$ cat config.mk
export PLATFORM = sky130hd
export DESIGN_NAME = keypad_emulator
export DESIGN_NICKNAME = d
export VERILOG_FILES = /design/src/rtl/keypad_emulator.sv
export SDC_FILE = /design/constraint.sdc
export NUM_CORES = 1
export LEC_CHECK = 0
export BUFFER_PORTS_ARGS = -buffer_cell sky130_fd_sc_hd__buf_2
export CORE_MARGIN = 8
export CORE_UTILIZATION = 45
export CTS_BUF_LIST = sky130_fd_sc_hd__clkbuf_8
export CTS_CLUSTER_DIAMETER = 120
export CTS_CLUSTER_SIZE = 25
export DETAILED_ROUTE_END_ITERATION = 6
export PLACE_DENSITY = 0.65
export SLEW_MARGIN = 10
export SYNTH_ARGS = -nofsm -noshare
export SYNTH_HDL_FRONTEND = slang
export SYNTH_SLANG_ARGS = --single-unit
$ cat constraint.sdc
create_clock -name clk -period 2.9 [get_ports clk]
set_input_delay 0.435 -clock clk [delete_from_list [all_inputs] [get_ports clk]]
set_output_delay 0.435 -clock clk [all_outputs]
set_load 0.01 [all_outputs]
$ cat src/rtl/keypad_emulator.sv
// Behavioural 4x4 keypad: queues key codes and presses them one at a time,
// answering one-hot column strobes with the matching one-hot row line.
module keypad_emulator #(
    parameter int DEPTH       = 4,
    parameter int HOLD_CYCLES = 8,
    parameter int GAP_CYCLES  = 8
) (
    input  logic       clk,
    input  logic       rst,
    input  logic [3:0] col,
    input  logic [3:0] key_code,
    input  logic       key_valid,
    output logic       key_ready,
    output logic [3:0] row,
    output logic       busy,
    output logic       key_done,
    output logic [7:0] keys_sent
);

    localparam int PTR_W  = $clog2(DEPTH);
    localparam int CNT_W  = $clog2(DEPTH + 1);
    localparam int HOLD_W = $clog2(HOLD_CYCLES + 1);
    localparam int GAP_W  = $clog2(GAP_CYCLES + 1);

    typedef enum logic [1:0] {
        S_IDLE,
        S_PRESS,
        S_RELEASE
    } state_t;

    state_t              r_state;
    state_t              w_next_state;

    logic [3:0]          r_mem [DEPTH];
    logic [PTR_W-1:0]    r_wr_ptr;
    logic [PTR_W-1:0]    r_rd_ptr;
    logic [CNT_W-1:0]    r_count;

    logic [HOLD_W-1:0]   r_hold_cnt;
    logic [GAP_W-1:0]    r_gap_cnt;
    logic                r_strobe_seen;
    logic [3:0]          r_cur_key;
    logic                r_key_done;
    logic [7:0]          r_keys_sent;

    logic                w_full;
    logic                w_empty;
    logic                w_push;
    logic                w_pop;
    logic [3:0]          w_col_onehot;
    logic [3:0]          w_row_onehot;
    logic                w_match;
    logic                w_hold_done;
    logic                w_gap_done;
    logic                w_press_exit;

    assign w_full       = (r_count == CNT_W'(DEPTH));
    assign w_empty      = (r_count == '0);
    // Push is gated by full alone; a same-cycle pop does not open a slot.
    assign w_push       = key_valid && !w_full;
    assign w_pop        = (r_state == S_IDLE) && !w_empty;
    assign w_col_onehot = 4'b1000 >> r_cur_key[1:0];
    assign w_row_onehot = 4'b1000 >> r_cur_key[3:2];
    assign w_match      = (r_state == S_PRESS) && (col == w_col_onehot);
    assign w_hold_done  = (r_hold_cnt == HOLD_W'(HOLD_CYCLES - 1));
    assign w_gap_done   = (r_gap_cnt == GAP_W'(GAP_CYCLES - 1));
    assign w_press_exit = (r_state == S_PRESS) && w_hold_done && (r_strobe_seen || w_match);

    // NOTE: storage array carries no reset; r_count alone defines which entries are valid.
    always_ff @(posedge clk) begin
        if (w_push) begin
            r_mem[r_wr_ptr] <= key_code;
        end
    end

    // NOTE: sequential state uses non-blocking assignments so every flop samples pre-edge values.
    always_ff @(posedge clk or negedge rst) begin
        if (!rst) begin
            r_wr_ptr <= '0;
            r_rd_ptr <= '0;
            r_count  <= '0;
        end else begin
            if (w_push) begin
                r_wr_ptr <= r_wr_ptr + PTR_W'(1);
            end
            if (w_pop) begin
                r_rd_ptr <= r_rd_ptr + PTR_W'(1);
            end
            case ({w_push, w_pop})
                2'b10:   r_count <= r_count + CNT_W'(1);
                2'b01:   r_count <= r_count - CNT_W'(1);
                default: r_count <= r_count;
            endcase
        end
    end

    always_ff @(posedge clk or negedge rst) begin
        if (!rst) begin
            r_state <= S_IDLE;
        end else begin
            r_state <= w_next_state;
        end
    end

    // NOTE: defaulting w_next_state before the case keeps this block free of latches.
    always_comb begin
        w_next_state = r_state;
        case (r_state)
            S_IDLE: begin
                if (!w_empty) begin
                    w_next_state = S_PRESS;
                end
            end
            S_PRESS: begin
                if (w_press_exit) begin
                    w_next_state = S_RELEASE;
                end
            end
            S_RELEASE: begin
                if (w_gap_done) begin
                    w_next_state = S_IDLE;
                end
            end
            default: w_next_state = S_IDLE;
        endcase
    end

    always_ff @(posedge clk or negedge rst) begin
        if (!rst) begin
            r_hold_cnt    <= '0;
            r_gap_cnt     <= '0;
            r_strobe_seen <= 1'b0;
            r_cur_key     <= '0;
            r_key_done    <= 1'b0;
            r_keys_sent   <= '0;
        end else begin
            if (w_pop) begin
                r_cur_key     <= r_mem[r_rd_ptr];
                r_hold_cnt    <= '0;
                r_strobe_seen <= 1'b0;
            end else if (r_state == S_PRESS) begin
                // Saturate so a stalled scanner keeps the key held indefinitely.
                if (!w_hold_done) begin
                    r_hold_cnt <= r_hold_cnt + HOLD_W'(1);
                end
                if (w_match) begin
                    r_strobe_seen <= 1'b1;
                end
            end

            if (w_press_exit) begin
                r_gap_cnt <= '0;
            end else if ((r_state == S_RELEASE) && !w_gap_done) begin
                r_gap_cnt <= r_gap_cnt + GAP_W'(1);
            end

            r_key_done <= (r_state == S_RELEASE) && w_gap_done;
            if ((r_state == S_RELEASE) && w_gap_done) begin
                r_keys_sent <= r_keys_sent + 8'd1;
            end
        end
    end

    always_comb begin
        row       = w_match ? w_row_onehot : 4'b0000;
        key_ready = !w_full;
        busy      = (r_state != S_IDLE) || !w_empty;
        key_done  = r_key_done;
        keys_sent = r_keys_sent;
    end

endmodule

==> impl_results.md <==
* Outcome: finished, final reports clean
* Hold Buf Count CTS at 0
* Pwr Total at 2.107 mW
* CTS sink count at 47
* Worst reg2reg path depth at 10
* Number of fill cells at 420
* Main synth FF type: dfrtp_1
* Max IR drop VDD at 416.6 uV
* Via density per instance at ~5.4
* CP arrival at between 1.5 and 2 ns
* Synth top cells by count: dfrtp_1 (31), edfxtp_1 (16), nor2_1 (12), inv_1 (11), xnor2_1 (11)
* Number of flops mapped to enable cells by yosys at 16
* Starting Density at between 40% and 50%
* Die area at 7316 um^2
* Post-route ant nets at 0
* Reg clk slew, reported paths at around 0.08 ns
* CTS Root Cell: clkbuf_8
* Area growth, synth to finish at 12.08%
* Dpl hpwl at 3167 um
* R2R setup slack at approximately 0.8 ns
* Share of layout cells above drive strength 1 at between 20% and 30%
* CTS tree: yes
* Crit Path Category: flip-flop to primary output
* Synthesized area per cell at 12.50 um^2
* Crit end category: primary output
* # DRC at 0
* Routed wire per std cell at 16.22 um
* Cell taking the most area after synthesis: dfrtp_1
* Diode count at 0
* Rows at 25
* Async set-reset flop share out of synthesis at 65.96%
* FF+latch count, synth at 47
* Worst Path Required at 2.47 ns
* Synthesized Nets at 194
* Util after Layout at 51.97%
* Nets at ~220
* Total track usage at 12.73%
* Port Buffers at 25
* GP Congestion at between 0.8 and 0.9
* Wirelength, routed at about 4200 um
* Die Height at 85.54 um
* Cells after Synth at 174
* Worst Path Max Fanout at 7
* CTS Buffer Depth at 2
* CTS resizes at 0
* Vias in the first global route at roughly 1.5k
* Pin count of the biggest net entering global routing at 32
* Max-slew violation count at 0
* Ys Warns at 0
* Post-CTS Setup Bufs at 0
* Top post-synthesis cells by area: dfrtp_1 (36%), edfxtp_1 (22%), ha_1 (4.6%)
* Worst slew margin at between 50% and 60%
* Final setup TNS at 0 ns
* Die Wd at 85.54 um
* Pre-antenna DRT Iters at 4
* FF-to-FF End: r_count[2]
* Hold WC Path Type: primary input to async pin
* RSZ-0062 raised after global routing: no
* H-tree levels at 2
* Final Instance Area at 2439 um^2
* First-pass GRT wire length at 7355 um
* Startpoint Class: flip-flop
* Pwr dens at ~860 nW/um^2
* Post-synthesis cell type count at 38
* Setup-failing EPs final at 0
* I/O pin cnt at 26
* Min cycle time layout at 2.357 ns
* F_max at 424.2 MHz
* Area after DPL at 2357 um^2
* Mapped cell area at 2176 um^2
* Reg2Reg Launch Point: r_count[0]
* Via Count at 1407
* Initial antenna violation count at 0
* Max-capacitance violation count at 0
* Clk_lat worst skew at 0.30 ns
* Synth top area share at 35.65%
* Least-Margin Pin Slew at 0.6951 ns
* Sequential area share after synthesis at between 50% and 60%
* Most instantiated library cell after synthesis: dfrtp_1
* Total gr overflow at 0
* Static Leakage at 1.091 nW
* CTS Buf Count at 5
* Hold Fails Final Rpt at 0
* Period utilization at approximately four fifths
* Initial DRC Count at 109
* Core ar. at 4692 um^2
* Worst Skew at 0.007569 ns
## stage by stage
| step | worst slack, ns | std cells | hold slack [ns] |
|---|---|---|---|
| after global placement | 0.8283 | 251 | 0.4540 |
| after detailed placement | 0.7598 | 251 | 0.4911 |
| after CTS | 0.5269 | 259 | 0.1880 |
| final | 0.5427 | 259 | 0.1739 |
| after floorplan | 0.5876 | 174 | 0.1394 |
| after global routing | 0.3863 | 259 | 0.2188 |
## worst max-delay path, stage by stage, from the launching register on
cell and delay [ns]:
dfrtp_1 0.44, nand2b_1 0.22, a221o_1 0.29, or2_1 0.30, nor3_1 0.20, buf_2 0.17
## cell usage in the layout (no fill, tap or decap), types with 5 or more instances in the layout
| cell | netlist | routed |
|---|---|---|
| clkbuf_8 | 0 | 5 |
| dfrtp_1 | 31 | 31 |
| o21ai_0 | 5 | 5 |
| buf_2 | 0 | 25 |
| nor2_1 | 12 | 12 |
| nor3_1 | 9 | 9 |
| nand4_1 | 7 | 7 |
| and3_1 | 6 | 6 |
| ha_1 | 8 | 8 |
| inv_1 | 11 | 13 |
| nand2_1 | 9 | 9 |
| edfxtp_1 | 16 | 16 |
| xnor2_1 | 11 | 11 |
## registers in the layout (all words and copies together), names as in the netlist
| name | count |
|---|---|
| r_hold_cnt | 4 |
| r_strobe_seen | 1 |
| r_rd_ptr | 2 |
| r_wr_ptr | 2 |
| keys_sent | 8 |
| r_state | 2 |
| r_count | 3 |
| r_cur_key | 4 |
| key_done | 1 |
| r_gap_cnt | 4 |
| r_mem | 16 |
## cell families after synthesis
| group | after synthesis | synth area share (%) |
|---|---|---|
| flip-flops | 47 | 57.73 |
| AND/OR/NAND/NOR | 62 | 15.53 |
| multiplexers | 11 | 7.591 |
| adder cells (fa/ha/maj) | 9 | 5.521 |
| XOR/XNOR | 15 | 6.038 |
| buffers and inverters | 14 | 2.760 |
| AO/OA/AOI/OAI | 16 | 4.830 |
## worst max-delay path by stage
stage / cells after the start / from / endpoint / slack (ns)
floorplan: 8 / r_state[0] / r_count[2] / 0.59
global placement: 6 / col[2] / row[0] / 0.83
detailed placement: 6 / col[1] / row[0] / 0.76
CTS: 5 / r_state[1] / row[0] / 0.53
global route: 5 / r_state[1] / row[1] / 0.39
finish: 5 / r_state[1] / row[3] / 0.54
## report_power, final
group / switching (mW) / internal [mW]
sequential: 0.186 / 0.891
combinational: 0.335 / 0.326
clock: 0.208 / 0.162
total: 0.728 / 1.38
## routing by layer
layer	part of all wire (%)	vias up	global-route usage [%]	routed length (um)
met5	0	-	0	0
met4	0.69	0	2.866	29
met3	5.0	2	4.776	210
met2	51	22	21.30	2127
met1	44	702	15.14	1834
li1	-	681	-	-
## final cells by class
cell class,count,area (um^2),area share [%]
repair buffers,26,132.6,5.439
inverters,11,41.29,1.693
flip-flops and latches,47,1256,51.51
clock buffers,5,68.82,2.822
multi-input cells,113,859.6,35.25
well taps,54,67.56,2.771
clock inverters,3,12.51,0.5131
(Power assumes the default switching activity.)
